<file path="src/rtl/imem_loader_pkg.sv">
// Shared types and constants for the instruction-memory loader.
package imem_loader_pkg;

  typedef enum logic [2:0] {
    IDLE,
    LEN,
    DATA,
    CHECK,
    DONE,
    ERR
  } state_t;

  localparam int HDR_LEN    = 4;
  localparam int WORD_BYTES = 4;
  localparam int CSUM_W     = 8;

  function automatic logic [31:0] max_words(input int mem_bytes);
    return 32'(mem_bytes / WORD_BYTES);
  endfunction

endpackage

</file>
<file path="src/rtl/imem_loader_if.sv">
// Loader bus: byte stream in, memory word writes and CPU control out.
interface imem_loader_if #(
  parameter int ADDRESS_WIDTH = 32,
  parameter int DATA_WIDTH    = 8
);
  logic                     start;
  logic                     in_valid;
  logic [DATA_WIDTH-1:0]    in_data;
  logic                     in_ready;
  logic                     wr_en;
  logic [ADDRESS_WIDTH-1:0] wr_addr;
  logic [31:0]              wr_data;
  logic                     cpu_hold;
  logic                     done;
  logic                     error;

  modport master (
    output start, in_valid, in_data,
    input  in_ready, wr_en, wr_addr, wr_data, cpu_hold, done, error
  );

  modport slave (
    input  start, in_valid, in_data,
    output in_ready, wr_en, wr_addr, wr_data, cpu_hold, done, error
  );
endinterface

</file>
<file path="src/rtl/imem_loader_packer.sv">
// Packs accepted bytes little-endian into 32-bit words; emits a one-cycle
// word-valid pulse the cycle after the 4th byte when i_emit is set.
module byte_to_word_packer
  import imem_loader_pkg::*;
(
  input  logic        clk,
  input  logic        rst,
  input  logic        i_clr,
  input  logic        i_vld,
  input  logic        i_emit,
  input  logic [7:0]  i_dat,
  output logic [31:0] o_word,
  output logic        o_word_vld,
  output logic [31:0] o_next_word,
  output logic        o_last
);

  logic [1:0]  r_lane;
  logic [31:0] r_word;
  logic        r_word_vld;

  // Newest byte enters at the top, so after 4 shifts byte 0 sits in [7:0].
  assign o_next_word = {i_dat, r_word[31:8]};
  assign o_last      = i_vld && (r_lane == 2'(WORD_BYTES - 1));
  assign o_word      = r_word;
  assign o_word_vld  = r_word_vld;

  always_ff @(posedge clk or posedge rst) begin
    if (rst) begin
      r_lane     <= 2'd0;
      r_word     <= 32'd0;
      r_word_vld <= 1'b0;
    end else begin
      r_word_vld <= i_emit && o_last && !i_clr;
      if (i_clr) begin
        r_lane <= 2'd0;
      end else if (i_vld) begin
        r_word <= o_next_word;
        r_lane <= r_lane + 2'd1;
      end
    end
  end

endmodule

</file>
<file path="src/rtl/imem_loader.sv">
// Framed byte-stream loader: length header, data words written to imem,
// trailing additive checksum; holds the CPU in reset until a good load.
module imem_loader
  import imem_loader_pkg::*;
#(
  parameter int ADDRESS_WIDTH = 32,
  parameter int DATA_WIDTH    = 8,
  parameter int MEM_BYTES     = 1024
) (
  input  logic         clk,
  input  logic         rst,
  imem_loader_if.slave bus
);

  localparam logic [31:0] MAX_WORDS = max_words(MEM_BYTES);

  state_t                   r_state;
  logic                     r_in_ready;
  logic                     r_cpu_hold;
  logic                     r_done;
  logic                     r_error;
  logic [31:0]              r_len;
  logic [31:0]              r_word_idx;
  logic [CSUM_W-1:0]        r_sum;
  logic [ADDRESS_WIDTH-1:0] r_wr_addr;

  logic [DATA_WIDTH-1:0]    w_byte;
  logic                     w_acc;
  logic                     w_restart;
  logic [31:0]              w_word;
  logic                     w_word_vld;
  logic [31:0]              w_next_word;
  logic                     w_last;
  logic [ADDRESS_WIDTH-1:0] w_addr;

  assign w_byte    = bus.in_data;
  assign w_acc     = bus.in_valid && r_in_ready;
  assign w_restart = bus.start && (r_state == IDLE || r_state == DONE || r_state == ERR);
  assign w_addr    = ADDRESS_WIDTH'({r_word_idx[29:0], 2'b00});

  byte_to_word_packer u_packer (
    .clk         (clk),
    .rst         (rst),
    .i_clr       (w_restart),
    .i_vld       (w_acc && (r_state == LEN || r_state == DATA)),
    .i_emit      (r_state == DATA),
    .i_dat       (w_byte[7:0]),
    .o_word      (w_word),
    .o_word_vld  (w_word_vld),
    .o_next_word (w_next_word),
    .o_last      (w_last)
  );

  assign bus.in_ready = r_in_ready;
  assign bus.wr_en    = w_word_vld;
  assign bus.wr_addr  = r_wr_addr;
  assign bus.wr_data  = w_word;
  assign bus.cpu_hold = r_cpu_hold;
  assign bus.done     = r_done;
  assign bus.error    = r_error;

  always_ff @(posedge clk or posedge rst) begin
    if (rst) begin
      r_state    <= IDLE;
      r_in_ready <= 1'b0;
      r_cpu_hold <= 1'b1;
      r_done     <= 1'b0;
      r_error    <= 1'b0;
      r_len      <= 32'd0;
      r_word_idx <= 32'd0;
      r_sum      <= '0;
      r_wr_addr  <= '0;
    end else begin
      case (r_state)
        IDLE, DONE, ERR: begin
          if (bus.start) begin
            r_state    <= LEN;
            r_in_ready <= 1'b1;
            r_cpu_hold <= 1'b1;
            r_done     <= 1'b0;
            r_error    <= 1'b0;
            r_len      <= 32'd0;
            r_word_idx <= 32'd0;
            r_sum      <= '0;
          end
        end
        LEN: begin
          // Length is judged on the combinational word so no extra byte slips in.
          if (w_acc && w_last) begin
            r_len <= w_next_word;
            if (w_next_word > MAX_WORDS) begin
              r_state    <= ERR;
              r_in_ready <= 1'b0;
              r_error    <= 1'b1;
            end else if (w_next_word == 32'd0) begin
              r_state <= CHECK;
            end else begin
              r_state <= DATA;
            end
          end
        end
        DATA: begin
          if (w_acc) begin
            r_sum <= r_sum + CSUM_W'(w_byte);
            if (w_last) begin
              r_wr_addr  <= w_addr;
              r_word_idx <= r_word_idx + 32'd1;
              if (r_word_idx + 32'd1 == r_len) r_state <= CHECK;
            end
          end
        end
        CHECK: begin
          if (w_acc) begin
            r_in_ready <= 1'b0;
            if (CSUM_W'(w_byte) == r_sum) begin
              r_state    <= DONE;
              r_done     <= 1'b1;
              r_cpu_hold <= 1'b0;
            end else begin
              r_state <= ERR;
              r_error <= 1'b1;
            end
          end
        end
        default: r_state <= IDLE;
      endcase
    end
  end

endmodule

</file>
<file path="src/flat_wrapper.sv">
// flat-port wrapper written by rule: the top's interface ports become plain ports
module imem_loader_flat import imem_loader_pkg::*;
#(
  parameter int ADDRESS_WIDTH = 32,
  parameter int DATA_WIDTH    = 8,
  parameter int MEM_BYTES     = 1024
)
  (clk, rst, bus_start, bus_in_valid, bus_in_data, bus_in_ready, bus_wr_en, bus_wr_addr, bus_wr_data, bus_cpu_hold, bus_done, bus_error);
  imem_loader_if #(.ADDRESS_WIDTH(ADDRESS_WIDTH), .DATA_WIDTH(DATA_WIDTH)) bus_i ();
  input  logic clk;
  input  logic rst;
  input wire logic [$bits(bus_i.start)-1:0] bus_start;
  input wire logic [$bits(bus_i.in_valid)-1:0] bus_in_valid;
  input wire logic [$bits(bus_i.in_data)-1:0] bus_in_data;
  output wire logic [$bits(bus_i.in_ready)-1:0] bus_in_ready;
  output wire logic [$bits(bus_i.wr_en)-1:0] bus_wr_en;
  output wire logic [$bits(bus_i.wr_addr)-1:0] bus_wr_addr;
  output wire logic [$bits(bus_i.wr_data)-1:0] bus_wr_data;
  output wire logic [$bits(bus_i.cpu_hold)-1:0] bus_cpu_hold;
  output wire logic [$bits(bus_i.done)-1:0] bus_done;
  output wire logic [$bits(bus_i.error)-1:0] bus_error;
  assign bus_i.start = bus_start;
  assign bus_i.in_valid = bus_in_valid;
  assign bus_i.in_data = bus_in_data;
  assign bus_in_ready = bus_i.in_ready;
  assign bus_wr_en = bus_i.wr_en;
  assign bus_wr_addr = bus_i.wr_addr;
  assign bus_wr_data = bus_i.wr_data;
  assign bus_cpu_hold = bus_i.cpu_hold;
  assign bus_done = bus_i.done;
  assign bus_error = bus_i.error;
  imem_loader #(.ADDRESS_WIDTH(ADDRESS_WIDTH), .DATA_WIDTH(DATA_WIDTH), .MEM_BYTES(MEM_BYTES)) u_core (.clk(clk), .rst(rst), .bus(bus_i));
endmodule
</file>
<file path="config.mk">
export PLATFORM = sky130hd
export DESIGN_NAME = imem_loader_flat
export DESIGN_NICKNAME = d
export VERILOG_FILES = /design/src/rtl/imem_loader_pkg.sv /design/src/rtl/imem_loader_if.sv /design/src/rtl/imem_loader_packer.sv /design/src/rtl/imem_loader.sv /design/src/flat_wrapper.sv
export SDC_FILE = /design/constraint.sdc
export NUM_CORES = 1
export LEC_CHECK = 0
export ABC_AREA = 1
export CORE_MARGIN = 2
export CORE_UTILIZATION = 40
export CTS_CLUSTER_SIZE = 16
export DETAILED_ROUTE_END_ITERATION = 10
export REMOVE_ABC_BUFFERS = 1
export SYNTH_ARGS = -nofsm -noshare
export SYNTH_HDL_FRONTEND = slang
export SYNTH_SLANG_ARGS = --single-unit
</file>
<file path="constraint.sdc">
create_clock -name clk -period 6.83 [get_ports clk]
set_input_delay 1.366 -clock clk [delete_from_list [all_inputs] [get_ports clk]]
set_output_delay 1.366 -clock clk [all_outputs]
set_load 0.01 [all_outputs]
</file>
==> reports/results.tsv <==
stage	metric	value	unit
run_status	status	finished, final reports clean	
critical_path	critPathArrivalTime	4.24	ns
floorplan	io_pins	81	
grt	overflow	0	
drt	drc_errors	0	
floorplan	die_w	141	um
cts	clock-sinks	144	
drt	vias	6419	
cts	clockRootBuffer	clkbuf_16	
sta	hold_viol	0	
hold_path	hold_class	reg -> reg	
drt	ant_nets	0	
power_and_ir_drop	power.total	2.82	mW
grt	grt_pass1_wl	32400	um
placed_design	dp_hpwl	14300	um
synthesis	synth_seq_cells	144	
sta	setup_viol	0	
floorplan	core	18100	um^2
run	maxCapViolations	0	
sta	drv_slew	0	
cells_and_area	multi_input_area	3240	um^2
cts	cts_max_path_buffers	2	
cells_and_area	nNetsFinal	1052	
sta	worst_pin_slew	1.04	ns
critical_path	crit_required	7.18	ns
cts	cts_tree	done	
sta	rsz0062_at_grt	false	
drt	drt_iter0_markers	609	
cts	path_clk_slew	0.06	ns
critical_path	cp_max_fo	68	
sta	period_needed	3.89	ns
drt	wl_per_cell	15.7	um
sta	fin_crit_sh	57.0	%
synthesis	async_flop_share	100	%
synthesis	synth.distinct_cells	43	
power_and_ir_drop	leakagePower	4.11	nW
cts	htree_num_levels	4	
drt	wl	19900	um
placed_design	placed_cell_area	8440	um^2
cells_and_area	drive_gt1_share	7.38	%
synthesis	netlist_area	7460	um^2
cells_and_area	finalInstanceArea	9000	um^2
synthesis	yosys_warnings	0	
sta	max_freq	257	MHz
synthesis	ys_dominant_reg_cell	dfrtp_1	
synthesis	avgSynthCellArea	7.81	um^2
drt	viasPerCell	5.05	
critical_path	r2r_setup_slack	3.62	ns
grt	grt_start_max_net_pins	100	
cts	cts_hold_buf	0	
sta	max-slew-margin-rel	30.5	%
sta	tns	0	ns
cells_and_area	diodes	0	
floorplan	die_y	141	um
cells_and_area	mostFrequentLayoutCells	270 x nand2_1, 143 x dfrtp_1, 124 x inv_1	
critical_path	start_kind	input pin	
grt	grt_pass1_vias	6050	
placed_design	io_buffers	78	
cells_and_area	nFillCells	1804	
synthesis	synth_cells	955	
placed_design	gp_congestion	0.903	
power_and_ir_drop	powerDensity	313	nW/um^2
floorplan	num_rows	49	
critical_path	cp-end-kind	register	
cts	cts_resized	0	
cells_and_area	final_common_cell	nand2_1	
drt	drt_pre_antenna_iters	5	
grt	antenna_found_initial	0	
grt	track_usage	21.1	%
critical_path	critPathKind	in -> reg	
floorplan	die-area	19800	um^2
floorplan	start_util	41.1	%
cts	insertion_delay	0.44	ns
synthesis	synth_edf_count	0	
cts	cts_inserted_buffers	17	
cells_and_area	final_util	49.6	%
synthesis	synth-seq-area-share	48.3	%
power_and_ir_drop	vdd_drop_max	0.252	mV
cells_and_area	seqCellArea	3600	um^2
sta	fin_skew	0.00593	ns
cts	post_cts_buffers	0	
cells_and_area	area_delta_synth_final	20.7	%
path summary, 6_finish.rpt:
kind,start,to,depth (start not counted)
max,bus_in_valid,u_core.r_len[26],12
min,u_core.bus.cpu_hold,u_core.bus.cpu_hold,2
max reg2reg,u_core.r_state[1],u_core.r_len[26],13
min reg2reg,u_core.bus.cpu_hold,u_core.bus.cpu_hold,2
max in group asynchronous,rst,u_core.bus.wr_addr[25],3
min in group asynchronous,rst,u_core.r_len[1],2
sequential cells by signal (all words and copies together) (netlist names), 2 cells and up:
signal	count
u_core.r_state	3
u_core.u_packer.r_lane	2
u_core.r_len	32
u_core.r_word_idx	32
u_core.u_packer.o_word	32
u_core.r_sum	8
u_core.bus.wr_addr	30
metal layers:
layer | part of all wire [%] | GRT usage [%] | vias up | wire length (um)
met1 | 50 | 31.2 | 2974 | 9960
met3 | 3.9 | 4.31 | 34 | 784
met2 | 44 | 30.5 | 152 | 8740
met4 | 2.3 | 8.05 | 0 | 457
met5 | 0 | 0 | - | 0
li1 | - | - | 3259 | -
cell usage after synthesis (3+ instances only):
cell type / instances / area (um^2)
o21ai_1: 3 / 15.0
nand2_1: 270 / 1010
nor2_2: 7 / 43.8
inv_1: 125 / 469
xor2_1: 9 / 78.8
o21ai_0: 88 / 440
nand2_2: 10 / 62.6
buf_2: 8 / 40.0
o22ai_1: 48 / 300
inv_2: 5 / 18.8
nand4_1: 11 / 68.8
a21oi_1: 3 / 15.0
nor2_1: 63 / 236
dfrtp_1: 143 / 3580
or2_2: 3 / 18.8
ha_1: 9 / 113
clkbuf_1: 14 / 52.6
nor4_1: 5 / 31.3
nor2_4: 7 / 78.8
nand3_1: 93 / 465
cells by family (layout without fill, tap and decap cells):
logic type / Yosys count / after routing / synth area share [%]
and+or+nand+nor: 478 / 478 / 28.4
buffers and inverters: 157 / 244 / 8.35
AOI/OAI and AO/OA: 153 / 153 / 11.5
DFF: 144 / 144 / 48.3
xor gates and xnor gates: 12 / 12 / 1.59
adders and majority gates: 10 / 10 / 1.78
other: 1 / 2 / 0.0503
power breakdown:
group / internal, mW / switching, mW / leakage (nW)
clock: 0.519 / 0.381 / 0.275
sequential: 0.982 / 0.121 / 1.97
combinational: 0.325 / 0.492 / 1.87
final cells by class:
class / instances / share of cell area [%]
repair buffers: 82 / 9.01
clock buffers: 19 / 5.03
multi-input cells: 655 / 36.0
clock inverters: 13 / 1.25
inverters: 130 / 5.48
flip-flops and latches: 144 / 40.0
well taps: 229 / 3.18
worst max-delay path, stage by stage:
cell and delay, ns:
clkdlybuf4s50_1 0.39, nand2_1 0.13, inv_1 0.09, nand2_2 0.73
inv_2 0.08, nand2_2 0.15, inv_2 0.05, nand2_1 0.05
buf_4 0.35, nand2_1 0.35, buf_4 0.32, o22ai_1 0.14
metrics by stage:
stage	worst slack, ns	hold slack, ns	cells
after CTS	2.94	0.470	1272
final	2.94	0.472	1272
after floorplan	1.60	0.446	929
after global placement	2.54	0.459	1240
after detailed placement	2.51	0.453	1240
after global routing	2.60	0.503	1272
(Power assumes the default switching activity.)
